File: src/rtl/pc_update_ctrl.sv
// Multicycle PC-update sequencer: owns every PC write for SEQ/J/JR/branches/reserved-op exceptions.
// Optional statistics counters are built only when PC_CTRL_STATS_EN is defined.
module pc_update_ctrl #(
    parameter int CNT_W = 16
) (
    input  logic             clk,
    input  logic             reset,
    input  logic             start,
    input  logic [2:0]       op,
    input  logic             abort,
    input  logic             Zero,
    input  logic             Gt,
    input  logic             stats_clr,
    output logic             busy,
    output logic             done,
    output logic             exc,
    output logic             alu_cmp,
    output logic             pc_write,
    output logic [2:0]       pc_source,
    output logic [CNT_W-1:0] branch_cnt,
    output logic [CNT_W-1:0] taken_cnt
);

    localparam logic [2:0] OP_SEQ = 3'b000;
    localparam logic [2:0] OP_J   = 3'b001;
    localparam logic [2:0] OP_JR  = 3'b010;
    localparam logic [2:0] OP_BEQ = 3'b011;
    localparam logic [2:0] OP_BNE = 3'b100;
    localparam logic [2:0] OP_BGT = 3'b101;
    localparam logic [2:0] OP_BLE = 3'b110;

    localparam logic [2:0] SRC_PC4    = 3'b000;
    localparam logic [2:0] SRC_JUMP   = 3'b001;
    localparam logic [2:0] SRC_REG    = 3'b010;
    localparam logic [2:0] SRC_BRANCH = 3'b011;
    localparam logic [2:0] SRC_EXC    = 3'b100;

    typedef enum logic [2:0] {
        S_IDLE,
        S_INC,
        S_JUMP,
        S_JREG,
        S_CMP,
        S_RESOLVE,
        S_EXC
    } state_t;

    state_t     state_reg, state_next;
    logic [2:0] op_reg;
    logic       zero_q, gt_q;
    logic       taken;
    logic       accept;
    logic       wr_raw, done_raw, exc_raw;
    logic [2:0] src_raw;

    assign accept = (state_reg == S_IDLE) && start && !abort;

    always_ff @(posedge clk or negedge reset) begin
        if (!reset) begin
            state_reg <= S_IDLE;
            op_reg    <= OP_SEQ;
            zero_q    <= 1'b0;
            gt_q      <= 1'b0;
        end else begin
            state_reg <= state_next;
            if (accept) begin
                op_reg <= op;
            end
            // Flags are valid only while the ALU is doing the compare subtract.
            if (state_reg == S_CMP) begin
                zero_q <= Zero;
                gt_q   <= Gt;
            end
        end
    end

    always_comb begin
        state_next = state_reg;
        case (state_reg)
            S_IDLE: begin
                if (accept) begin
                    case (op)
                        OP_SEQ:                         state_next = S_INC;
                        OP_J:                           state_next = S_JUMP;
                        OP_JR:                          state_next = S_JREG;
                        OP_BEQ, OP_BNE, OP_BGT, OP_BLE: state_next = S_CMP;
                        default:                        state_next = S_EXC;
                    endcase
                end
            end
            S_CMP:   state_next = S_RESOLVE;
            default: state_next = S_IDLE;
        endcase
        if (abort) begin
            state_next = S_IDLE;
        end
    end

    always_comb begin
        case (op_reg)
            OP_BEQ:  taken = zero_q;
            OP_BNE:  taken = ~zero_q;
            OP_BGT:  taken = gt_q;
            OP_BLE:  taken = ~gt_q;
            default: taken = 1'b0;
        endcase
    end

    always_comb begin
        wr_raw   = 1'b0;
        done_raw = 1'b0;
        exc_raw  = 1'b0;
        src_raw  = SRC_PC4;
        case (state_reg)
            S_INC: begin
                wr_raw   = 1'b1;
                done_raw = 1'b1;
                src_raw  = SRC_PC4;
            end
            S_JUMP: begin
                wr_raw   = 1'b1;
                done_raw = 1'b1;
                src_raw  = SRC_JUMP;
            end
            S_JREG: begin
                wr_raw   = 1'b1;
                done_raw = 1'b1;
                src_raw  = SRC_REG;
            end
            S_RESOLVE: begin
                wr_raw   = taken;
                done_raw = 1'b1;
                src_raw  = SRC_BRANCH;
            end
            S_EXC: begin
                wr_raw   = 1'b1;
                done_raw = 1'b1;
                exc_raw  = 1'b1;
                src_raw  = SRC_EXC;
            end
            default: begin
                wr_raw = 1'b0;
            end
        endcase
    end

    // An abort kills the side effects of the cycle it arrives in; the mux select follows the write.
    assign busy      = (state_reg != S_IDLE);
    assign alu_cmp   = (state_reg == S_CMP);
    assign pc_write  = wr_raw & ~abort;
    assign done      = done_raw & ~abort;
    assign exc       = exc_raw & ~abort;
    assign pc_source = pc_write ? src_raw : SRC_PC4;

`ifdef PC_CTRL_STATS_EN
    logic [CNT_W-1:0] branch_cnt_reg, taken_cnt_reg;
    logic             resolve_fire;

    assign resolve_fire = (state_reg == S_RESOLVE) && !abort;

    always_ff @(posedge clk or negedge reset) begin
        if (!reset) begin
            branch_cnt_reg <= '0;
            taken_cnt_reg  <= '0;
        end else if (stats_clr) begin
            branch_cnt_reg <= '0;
            taken_cnt_reg  <= '0;
        end else if (resolve_fire) begin
            if (branch_cnt_reg != {CNT_W{1'b1}}) begin
                branch_cnt_reg <= branch_cnt_reg + CNT_W'(1);
            end
            if (taken && (taken_cnt_reg != {CNT_W{1'b1}})) begin
                taken_cnt_reg <= taken_cnt_reg + CNT_W'(1);
            end
        end
    end

    assign branch_cnt = branch_cnt_reg;
    assign taken_cnt  = taken_cnt_reg;
`else
    logic unused_stats_clr;

    assign unused_stats_clr = stats_clr;
    assign branch_cnt       = '0;
    assign taken_cnt        = '0;
`endif

endmodule

File: config.mk
export PLATFORM = sky130hd
export DESIGN_NAME = pc_update_ctrl
export DESIGN_NICKNAME = d
export VERILOG_FILES = /design/src/rtl/pc_update_ctrl.sv
export SDC_FILE = /design/constraint.sdc
export NUM_CORES = 1
export LEC_CHECK = 0
export BUFFER_PORTS_ARGS = -buffer_cell sky130_fd_sc_hd__buf_2
export CORE_MARGIN = 3
export CORE_UTILIZATION = 25
export DETAILED_ROUTE_END_ITERATION = 8
export GPL_TIMING_DRIVEN = 0
export SLEW_MARGIN = 20
export SYNTH_ARGS = -nofsm -noshare
export SYNTH_HDL_FRONTEND = slang
export SYNTH_SLANG_ARGS = --single-unit
File: constraint.sdc
create_clock -name clk -period 2.3 [get_ports clk]
set_clock_uncertainty 0.1 [all_clocks]
set_input_delay 0.46 -clock clk [delete_from_list [all_inputs] [get_ports clk]]
set_output_delay 0.46 -clock clk [all_outputs]
set_load 0.01 [all_outputs]
==> qor.csv <==
stage,metric,value,unit
status,status,"finished, final reports clean",
placement,DP HPWL,1180,um
clock_tree,post-CTS setup buffer count,0,
route,Initial DRC Count,7,
global_routing,vias in the first global route,443,
cells_and_area,most frequent cells in the layout,"buf_4, conb_1, buf_2",
power_and_ir_drop,Lkg Pwr,0.000614,uW
cells_and_area,Final Cell Area,0.00104,sq mm
placement,port buffer count,16,
placement,placed cell area,0.00101,sq mm
clock_tree,CTS HTree Levels,1,
cells_and_area,post-layout net count,147,
route,WL per Instance,8.11,um
global_routing,largest net degree at the start of global routing,11,
synthesis,sequential element share of the synthesized area,26.0,%
synthesis,synth top area cells,"buf_4, dfrtp_1, mux2_4, nand3b_1, mux2_2",
global_routing,Tot GR Track Use,6.84,%
global_routing,initial antenna violation count,0,
timing,period utilization,89.9,%
worst_setup_path,Worst EP required,1.74,ns
global_routing,first-pass GRT wire length,1860,um
floorplan,Die Wd,61.5,um
timing,RSZ-0062 raised after global routing,false,
placement,GPL Wtd Cong,0.692,
synthesis,syn_area_per_cell,9.18,sq um
power_and_ir_drop,Sw Share,32.4,%
worst_setup_path,r2r worst-path depth,4,
route,vias after detailed routing,627,
worst_setup_path,crit-path max FO,9,
power_and_ir_drop,net switching power,162,uW
route,First-pass DRT Iterations,4,
clock_tree,clock root buffer,clkbuf_4,
cells_and_area,Ant. Diodes,0,
route,vias per cell,3.78,
worst_hold_path,Hold Path Class,primary input to flip-flop,
floorplan,Die Height,61.5,um
synthesis,register bit total from synthesis,8,
worst_setup_path,Setup crit start kind,flip-flop,
clock_tree,clock latency on the worst-skew pair,0.26,ns
worst_setup_path,CP arrival,1.51,ns
timing,FMAX,484,MHz
power_and_ir_drop,P per Cell Area,480,mW/mm^2
cells_and_area,share of cells above drive strength 1,45.2,%
clock_tree,CTS Buf Count,3,
clock_tree,maximum buffer depth of the clock tree,2,
timing,Finish-stage setup viols,0,
timing,"Hold Vio Cnt, Final",0,
power_and_ir_drop,Clk network pwr share,21.9,%
power_and_ir_drop,Comb power frac,39.3,%
cells_and_area,fillcell total,288,
clock_tree,clock sinks,8,
route,Total Wirelength,1350,um
power_and_ir_drop,VDD IR-drop max,230,uV
synthesis,Yosys top cell area share,32.1,%
worst_hold_path,Hold Crit Depth,2,
synthesis,synth unique cells,27,
synthesis,YS warnings,0,
synthesis,Yosys top cell by area,buf_4,
timing,Final min period,2.07,ns
global_routing,gr ovfl total,0,
route,drt drc,0,
floorplan,full die area,0.00379,sq mm
power_and_ir_drop,Internal Power,337,uW
cells_and_area,"commonest non-fill, non-tap cell in the layout",buf_4,
timing,max-slew violations,0,
synthesis,synthesized instance count,84,
route,post-route ant nets,0,
clock_tree,"Clk pin slew, worst setup/hold paths",0.05,ns
floorplan,I/O pin cnt,50,
power_and_ir_drop,Flop pwr share,38.8,%
clock_tree,CTS tree,done,
synthesis,Mapped Area,771,sq um
worst_setup_path,CP Class,flip-flop to output port,
cells_and_area,Area growth syn-to-layout,34.7,%
floorplan,Initial Util,27.0,%
worst_setup_path,Critical Path End Type,output port,
run,Maximum Capacitance Violations,0,
floorplan,row count,19,
floorplan,core region area,0.00285,sq mm
timing,Fin Setup TNS,0,ns
## area by class of cell
class / instances / area [sq um] / area share (%)
clock buffers: 3 / 22.5 / 2.17
multi-input cells: 70 / 415 / 40.0
inverters: 2 / 7.51 / 0.723
flip-flops and latches: 8 / 200 / 19.3
well taps: 31 / 38.8 / 3.73
plain buffers: 35 / 264 / 25.4
repair buffers: 17 / 90.1 / 8.67
## per-layer routing
metal	track usage [%]	vias up	part of all wire, %
li1	-	320	-
met2	12.6	38	52
met3	1.89	5	11
met4	4.55	0	1.6
met1	6.56	264	35
met5	0	-	0
## metrics by stage
step,hold slack [ns],worst slack [ns],total power (uW),util [%],cells
global placement,0.205,0.417,383,35.3,162
finish,0.336,0.233,499,36.4,166
CTS,0.328,0.207,504,36.4,166
global route,0.337,0.133,538,36.4,166
detailed placement,0.214,0.385,390,35.3,162
floorplan,0.0644,0.617,348,-,115
## logic make-up (layout without fill, tap and decap cells)
family | after synthesis | in the layout | share of synthesized area [%]
multiplexers | 6 | 6 | 10.1
flip-flops | 8 | 8 | 26.0
AND/OR/NAND/NOR | 20 | 20 | 18.7
XOR/XNOR | 1 | 1 | 1.14
buffers and inverters | 37 | 57 | 35.2
AO/OA/AOI/OAI | 11 | 11 | 8.44
other | 1 | 32 | 0.487
## critical path, stage by stage, from the launching register on
cell	delay [ns]
dfrtp_1	0.37
buf_6	0.14
or4b_1	0.52
o21ai_1	0.09
buf_2	0.14
## cell usage after synthesis
master    instances
conb_1            1
a21o_1            2
or2_1             1
mux2_4            3
dfrtp_1           8
buf_6             1
buf_4            33
nor3b_1           1
or3_1             1
a21oi_1           4
nor3_1            2
o21ai_0           1
nor3_4            1
or4b_1            1
o21ai_1           1
nor2_1            3
nor2b_1           3
o31ai_1           1
inv_1             2
mux2i_1           1
buf_2             1
nand3b_4          1
xnor2_1           1
mux2_2            2
nand2_1           2
nand3b_1          4
a31oi_1           2
## final timing paths
kind / startpoint / to / slack (ns)
worst max-delay path: state_reg[0] / pc_source[0] / 0.23
worst min-delay path: Zero / zero_q / 0.34
worst max register to register: state_reg[0] / op_reg[2] / 0.90
worst min register to register: op_reg[0] / op_reg[0] / 0.43
max in group asynchronous: reset / op_reg[0] / 1.47
min in group asynchronous: reset / state_reg[2] / 0.46
## power groups by stage
stage	logic [uW]	registers [uW]	clock network (uW)
2_1_floorplan	160	188	0
3_3_place_gp	190	193	0
3_5_place_dp	194	196	0
4_1_cts	196	193	115
5_1_grt	220	197	121
6_report	196	194	109
## repair_timing
item | CTS | global route
gates resized for setup | 0 | 0
hold buffers | 1 | 0
endpoints found under the hold margin | 8 | 0
Power figures use the tool's default switching activity.
